==> src/rtl/mul_pkg.sv <==
// Shared definitions for the multiplier narrowing path.
// Result-width defaults, statistics counter width and FIFO state encoding.
package mul_pkg;

   localparam int SIZE_NARROW = 8;
   localparam int SIZE_WIDE   = 16;
   localparam int CNT_W       = 16;

   typedef enum logic [1:0] {
      EMPTY,
      ONE,
      FULL
   } fifo_state_t;

   // Increment that parks at all-ones instead of wrapping.
   function automatic logic [CNT_W-1:0] sat_inc(input logic [CNT_W-1:0] v);
      return (&v) ? v : v + 1'b1;
   endfunction

endpackage

==> src/rtl/mul_skid2.sv <==
// Generic 2-entry valid/ready buffer; head entry drives the output directly.
// in_ready depends only on occupancy, never on out_ready.
module mul_skid2
   import mul_pkg::*;
#(
   parameter int W = SIZE_WIDE + 1
) (
   input  logic         clk,
   input  logic         rst,
   input  logic         in_valid,
   output logic         in_ready,
   input  logic [W-1:0] in_data,
   output logic         out_valid,
   input  logic         out_ready,
   output logic [W-1:0] out_data
);

   fifo_state_t  state;
   logic [W-1:0] head;
   logic [W-1:0] tail;
   logic         acc;
   logic         pop;

   assign in_ready  = (state != FULL);
   assign out_valid = (state != EMPTY);
   assign out_data  = head;
   assign acc       = in_valid && in_ready;
   assign pop       = out_valid && out_ready;

   always_ff @(posedge clk or posedge rst) begin
      if (rst) begin
         state <= EMPTY;
         head  <= '0;
         tail  <= '0;
      end else begin
         unique case (state)
            EMPTY: begin
               if (acc) begin
                  head  <= in_data;
                  state <= ONE;
               end
            end
            ONE: begin
               if (acc && pop) begin
                  head <= in_data;
               end else if (acc) begin
                  tail  <= in_data;
                  state <= FULL;
               end else if (pop) begin
                  state <= EMPTY;
               end
            end
            FULL: begin
               // No accept is possible here, so a pop just promotes the tail.
               if (pop) begin
                  head  <= tail;
                  state <= ONE;
               end
            end
            default: state <= EMPTY;
         endcase
      end
   end

endmodule

==> src/rtl/mul_narrow.sv <==
// Narrows a 2*SIZE signed product to SIZE bits with overflow statistics.
// Define MUL_NARROW_SAT_EN to saturate overflowing results instead of wrapping.
module mul_narrow
   import mul_pkg::*;
#(
   parameter int SIZE = SIZE_WIDE
) (
   input  logic              clk,
   input  logic              rst,
   input  logic              in_valid,
   output logic              in_ready,
   input  logic [2*SIZE-1:0] in_product,
   input  logic              in_overflow,
   output logic              out_valid,
   input  logic              out_ready,
   output logic [SIZE-1:0]   out_data,
   output logic              out_ovf,
   input  logic              clr,
   output logic [CNT_W-1:0]  ovf_count,
   output logic              ovf_sticky
);

   logic [SIZE:0]   hi;
   logic            fit;
   logic            ovf;
   logic [SIZE-1:0] narrow;
   logic            acc;
   logic            acc_ovf;

   // The product fits when every bit from the result MSB upward is a sign copy.
   assign hi  = in_product[2*SIZE-1:SIZE-1];
   assign fit = (&hi) | ~(|hi);
   assign ovf = ~fit | in_overflow;

`ifdef MUL_NARROW_SAT_EN
   localparam logic [SIZE-1:0] MAX_POS = {1'b0, {(SIZE-1){1'b1}}};
   localparam logic [SIZE-1:0] MIN_NEG = {1'b1, {(SIZE-1){1'b0}}};

   assign narrow = !ovf ? in_product[SIZE-1:0]
                 : (in_product[2*SIZE-1] ? MIN_NEG : MAX_POS);
`else
   assign narrow = in_product[SIZE-1:0];
`endif

   mul_skid2 #(
      .W (SIZE + 1)
   ) u_buf (
      .clk       (clk),
      .rst       (rst),
      .in_valid  (in_valid),
      .in_ready  (in_ready),
      .in_data   ({ovf, narrow}),
      .out_valid (out_valid),
      .out_ready (out_ready),
      .out_data  ({out_ovf, out_data})
   );

   assign acc     = in_valid && in_ready;
   assign acc_ovf = acc && ovf;

   // A clear that coincides with an overflow accept restarts the count at one.
   always_ff @(posedge clk or posedge rst) begin
      if (rst) begin
         ovf_count  <= '0;
         ovf_sticky <= 1'b0;
      end else if (clr) begin
         ovf_count  <= acc_ovf ? CNT_W'(1) : '0;
         ovf_sticky <= acc_ovf;
      end else if (acc_ovf) begin
         ovf_count  <= sat_inc(ovf_count);
         ovf_sticky <= 1'b1;
      end
   end

endmodule
==> config.mk <==
export PLATFORM = sky130hd
export DESIGN_NAME = mul_narrow
export DESIGN_NICKNAME = d
export VERILOG_FILES = /design/src/rtl/mul_pkg.sv /design/src/rtl/mul_skid2.sv /design/src/rtl/mul_narrow.sv
export SDC_FILE = /design/constraint.sdc
export NUM_CORES = 1
export LEC_CHECK = 0
export BUFFER_PORTS_ARGS = -buffer_cell sky130_fd_sc_hd__buf_2
export CORE_UTILIZATION = 52
export DETAILED_ROUTE_END_ITERATION = 16
export HOLD_SLACK_MARGIN = 0.03
export PLACE_DENSITY = 0.87
export SLEW_MARGIN = 20
export SYNTH_ARGS = -nofsm -noshare
export SYNTH_HDL_FRONTEND = slang
export SYNTH_SLANG_ARGS = --single-unit
==> constraint.sdc <==
create_clock -name clk -period 2.6 [get_ports clk]
set_input_delay 0 -clock clk [delete_from_list [all_inputs] [get_ports clk]]
set_output_delay 0 -clock clk [all_outputs]
set_load 0.02 [all_outputs]
# Yosys cells after proc, flatten, opt, wreduce, memory -nomap -nowiden
# Cells that the tools add are included.
# Widths: inputs -> output; s select.
[totals] ff_bits=53 wordCells=51 mem_count=0 romBits=0 inputBits=38 output_inout_bits=36 latchBits=0 ramBits=0
[classes] reduce_logical=15 mux=16 n_eq_ne=9 n_lt_le_gt_ge=0 mul=0 div=0 n_bitwise=5 add_sub_neg=1 shift=0
[op_table] op="$mux 17" count=3
[op_table] op="$pmux 17 s3" count=1
[op_table] op="$mux 16" count=3
[op_table] op="$reduce_and 17->1" count=1
[op_table] op="$reduce_or 17->1" count=1
[op_table] op="$add 16x1->16 const B" count=1
[op_table] op="$reduce_and 16->1" count=1
[op_table] op="$mux 2" count=5
[op_table] op="$ne 2x2->1 const B" count=4
[op_table] op="$reduce_and 4->1" count=2
[op_table] op="$pmux 2 s3" count=1
[op_table] op="$logic_and 1x1->1" count=4
[op_table] op="$ne 2x1->1 const B" count=2
[op_table] op="$reduce_bool 2->1" count=2
[op_table] op="$mux 1" count=3
[op_table] op="$ne 3x2->1 const B" count=1
[op_table] op="$not 1->1" count=3
[op_table] op="$reduce_and 3->1" count=1
[op_table] op="$reduce_bool 3->1" count=1
[op_table] op="$eq 2x1->1 const B" count=1
[op_table] op="$eq 2x2->1 const B" count=1
[op_table] op="$logic_not 2->1" count=1
[op_table] op="$or 1x1->1" count=2
[op_table] op="$reduce_and 2->1" count=1

# Longest topological paths before layout
[depth] depth_word=8 ltp_mapped=9 ltp_nobuf=7

# Cells and area by module
# From an unflattened synthesis, not the netlist that was laid out.
[unflattened] hier_cells=231 area_unflattened_um2=2827.7
[by_module_without_submodules] mod="mul_skid2" seq_area_each_um2=900.9 n_inst=1 cells_each=103 area_per_inst_um2=1676.6
[by_module_without_submodules] mod="mul_narrow" seq_area_each_um2=425.4 n_inst=1 cells_each=128 area_per_inst_um2=1151.1

# Worst setup path before layout
# No wires, ideal clock.
[synth_path] path_type="reg2reg" from="reg ovf_count[0]" to="reg ovf_count[12]" arrival_ps=2131 n_path_buf=2 setup_time_ps=125 stages_incl_launch_ff=9 required_ps=2475 period_less_slack_ps=2256 path_slack_ps=344 cell_sequence="dfrtp_1 > ha_1 > and4_1 > and3_1 > buf_6 > and3_4 > buf_6 > or3_1 > mux2_4"
[synth_via] elab_chain_len=4 word_cells_on_any_way=7 classes_between="add/sub (1); eq/ne (1); mux (3); reduce/logical (2)"
[synth_lines] item="start: declaration" line="mul_narrow.sv:19" source="output logic [CNT_W-1:0] ovf_count,"
[synth_lines] item="start signal: assignment" line="mul_narrow.sv:67" source="ovf_count <= acc_ovf ? CNT_W'(1) : '0;"
[synth_lines] item="start signal: assignment" line="mul_narrow.sv:70" source="ovf_count <= sat_inc(ovf_count);"
[synth_lines] item="$add 16x1->16" line="mul_pkg.sv:17" source="return (&v) ? v : v + 1'b1;"
[synth_lines] item="$mux 16" line="mul_pkg.sv:17"
[synth_lines] item="$mux 16" line="mul_narrow.sv:69" source="end else if (acc_ovf) begin"
[synth_lines] item="$mux 16" line="mul_narrow.sv:66" source="end else if (clr) begin"
# Parallel ways exist; a longest one is shown, timed or not. The select of a mux whose other input is x is not followed.
# A chain may end at the register's enable or synchronous reset.

# Worst setup path after layout
[layout_path] from="reg ovf_count[0]" to="reg ovf_count[7]"
# The elaborated chain is that of the path after synthesis.

==> key figures <==
Setup path
  • Slowest stage delay, CP: 0.44 ns
  • Worst EP required: 2.83 ns
  • Critical path's top delay family: simple AND/OR/NAND/NOR gates
  • Critical path depth: 7
  • CP Buf/Inv Count: 0
  • CP Capture Point: ovf_count[7]$_DFFE_PP0P_
  • CP max stage cell: dfrtp_1
  • Worst Path Max Fanout: 11
  • Worst Setup End Kind: flop
  • Reg2reg start: ovf_count[0]$_DFFE_PP0P_
  • CP Class: reg -> reg
  • Crit start category: flop
  • Crit path DAT: 2.41 ns
  • CP cell instances: ha_1 > and4_1 > and3_1 > nand3_1 > nand4_1 > or3_1 > a21oi_1
  • R2R setup slack: 0.42 ns
  • CP startpoint: ovf_count[0]$_DFFE_PP0P_
  • R2R depth: 7
  • Reg2Reg Capture Point: ovf_count[7]$_DFFE_PP0P_

CTS
  • Clock sinks: 53
  • CTS tree: built
  • Register clock-pin slew on the reported worst setup and hold paths: 0.09 ns
  • CTS buffer count: 5
  • Clock Path Buffers: 2
  • CTS Root Cell: clkbuf_8
  • CTS H-Tree Depth: 2
  • Worst-skew pair later-pin latency: 0.31 ns
  • CTS resizes: 0

Pwr
  • Sequential share of power: 0.520
  • Int Power: 0.001450 W
  • Switch share: 0.3228
  • Leakage power: 1.563 nW
  • PD cells: 653.5 nW/µm²
  • Combinational Power Share: 0.270
  • Switch Pwr: 0.0006914 W
  • Peak supply drop: 0.5921 mV
  • Clock share of power: 0.211

STA
  • Hold Slack: 0.08296 ns
  • Final Hold Vio Count: 0
  • RSZ-0062 raised after global routing: false
  • Minimum clock period after layout: 2.179 ns
  • Worst-Margin Slew: 0.8889 ns
  • Fin Setup TNS: 0 ns
  • Slew Limit Fails: 0
  • Headroom to the max-slew limit: 0.4074
  • Setup Skew: 0.004647 ns
  • Final setup vio count: 0
  • Period utilisation layout: 0.8380
  • FMAX: 459.0 MHz

Synthesis
  • Ys Warns: 0
  • Syn nets: 289
  • Distinct cells, synth: 41
  • Seq/Total Area, Yosys: 0.5084
  • Area of the mapped netlist: 2609 µm²
  • Post-synth top flop: dfrtp_1
  • Synth top cells by count: 53 x dfrtp_1, 32 x a21oi_1, 26 x nor2_1
  • Area contributors post-synth: dfrtp_1 51%, mux2_2 7.3%, mux2i_1 6.5%, a21oi_1 6.1%, nor2_1 3.7%
  • Number of synthesized flops with an enable pin: 0
  • Area leader, netlist: dfrtp_1
  • Syn_area_per_cell: 10.44 µm²
  • Post-synthesis cell count: 250
  • Seq cells post-synth: 53
  • Top-count cell post-synth: dfrtp_1
  • Async SR Flop Fraction: 1.000
  • Share of the synthesized area in the top cell type: 0.5084

Detailed routing
  • Drc violations: 0
  • Avg WL per Cell: 14.22 µm
  • Vias: 2211
  • Initial detailed-routing violation count: 120
  • Detail Route Antenna Nets: 0
  • Drt pass-1 iters: 4
  • WL final: 5744 µm
  • DR vias/cell: 5.473

GRT
  • Pin count of the biggest net entering global routing: 54
  • First-pass GRT wire length: 9860 µm
  • Initial antenna violation count: 0
  • GRT Total Usage: 0.2432
  • Vias in the first global route: 2221
  • Total grt overflow: 0

Worst hold path
  • Hold Startpoint: clr
  • Class of the worst hold path: in -> reg

Run status
  • Outcome: completed

Floorplan
  • Die width: 72.83 µm
  • Core area: 4786 µm²
  • Row cnt: 25
  • Die area: 5304 µm²
  • Die Height: 72.83 µm
  • Top Ports: 74
  • Initial core utilization: 0.5451

Final layout
  • Syn-to-layout area delta: 25.61%
  • Fillers: 387
  • Ant diodes: 0
  • Reg area: 1326 µm²
  • Nets: 376
  • Multi-input logic area: 1197 µm²
  • Layout cells sized above 1: 0.3234

Place
  • Port buffer count: 73
  • Gp weighted congestion: 0.8326
  • HPWL after DPL: 3939 µm

Run
  • Max-Cap Viols: 0
-- layer usage --
metal  share of wire  GRT usage
met5               0          0
met4           0.016    0.08715
met3           0.057    0.07044
met2            0.50     0.4164
met1            0.43     0.2927
-- area by class of cell --
type | count | share of cell area
Timing Repair Buffer | 95 | 0.1756
Multi-Input combinational cell | 180 | 0.3654
Tap cell | 67 | 0.02558
Clock buffer | 5 | 0.02100
Inverter | 2 | 0.002673
Sequential cell | 53 | 0.4047
Clock inverter | 2 | 0.004964
-- state kept, by name, summed over array words and instances, names as in the netlist --
register,count
ovf_count,16
ovf_sticky,1
u_buf.out_data,17
u_buf.state,2
u_buf.tail,17
-- cells in the final DEF, fill, tap and decap left out, drive strengths merged --
master	synthesis	layout
nor2b	4	4
or2	1	1
o21ai	5	5
clkbuf	7	5
nand4b	1	1
or4	3	3
nand3b	1	1
nand4	7	7
and3	5	5
ha	1	1
nor3b	1	1
clkinvlp	0	1
o31ai	2	2
buf	8	77
o22ai	1	1
mux2i	17	17
clkinv	0	2
dfrtp	53	53
nand2b	2	2
nor3	8	8
dlygate4sd3	0	18
nand2	12	12
a211oi	1	1
xor2	1	1
xnor2	6	6
a311oi	1	1
o21a	1	1
nand3	9	9
or3	3	3
a21oi	32	32
a31oi	2	2
mux2	18	18
and4	4	4
and2	1	1
nor2	26	26
nor4	4	4
inv	2	1
-- kinds of logic after synthesis --
group                    share of synthesized area
flip-flops                                  0.5084
AO/OA/AOI/OAI                              0.09304
AND/OR/NAND/NOR                             0.1933
XOR/XNOR                                   0.02350
multiplexers                                0.1444
buffers and inverters                      0.03261
adder cells (fa/ha/maj)                   0.004795
-- timing repair --
| item | 4_1_cts | 5_1_grt |
|---|---|---|
| hold endpoints to repair | 84 | 0 |
| hold buffers | 18 | 0 |
| setup endpoints to repair | 0 | 0 |
| setup buffers | 0 | 0 |
-- power groups by stage --
stage	Clock [W]	Combinational (W)	Sequential [W]
3_3_place_gp	0	0.000538	0.00111
2_1_floorplan	0	0.000283	0.00120
3_5_place_dp	0	0.000557	0.00112
5_1_grt	0.000499	0.000632	0.00114
6_report	0.000451	0.000578	0.00111
4_1_cts	0.000472	0.000578	0.00111
-- metrics by stage --
step	std cells	instance area, µm²	worst slack (ns)	total power [W]	utilization
6_report	404	3277	0.4213	0.002142	0.6847
4_1_cts	404	3276	0.4334	0.002159	0.6844
5_1_grt	404	3277	0.2521	0.002266	0.6847
3_3_place_gp	379	3010	0.5384	0.001648	0.6290
2_1_floorplan	250	2609	0.3439	0.001485	-
3_5_place_dp	379	3010	0.4547	0.001678	0.6290
-- how the worst min path moves through the flow --
stage / to / slack [ns] / depth (start not counted)
2_1_floorplan: u_buf.state[1]$_DFFE_PP0P_ / 0.06 / 1
3_3_place_gp: u_buf.state[1]$_DFFE_PP0P_ / 0.22 / 2
3_5_place_dp: u_buf.state[1]$_DFFE_PP0P_ / 0.23 / 2
4_1_cts: ovf_count[3]$_DFFE_PP0P_ / 0.07 / 2
5_1_grt: ovf_count[13]$_DFFE_PP0P_ / 0.1 / 2
6_report: ovf_count[3]$_DFFE_PP0P_ / 0.08 / 2
Note: power is estimated with default switching activity, not from simulation.
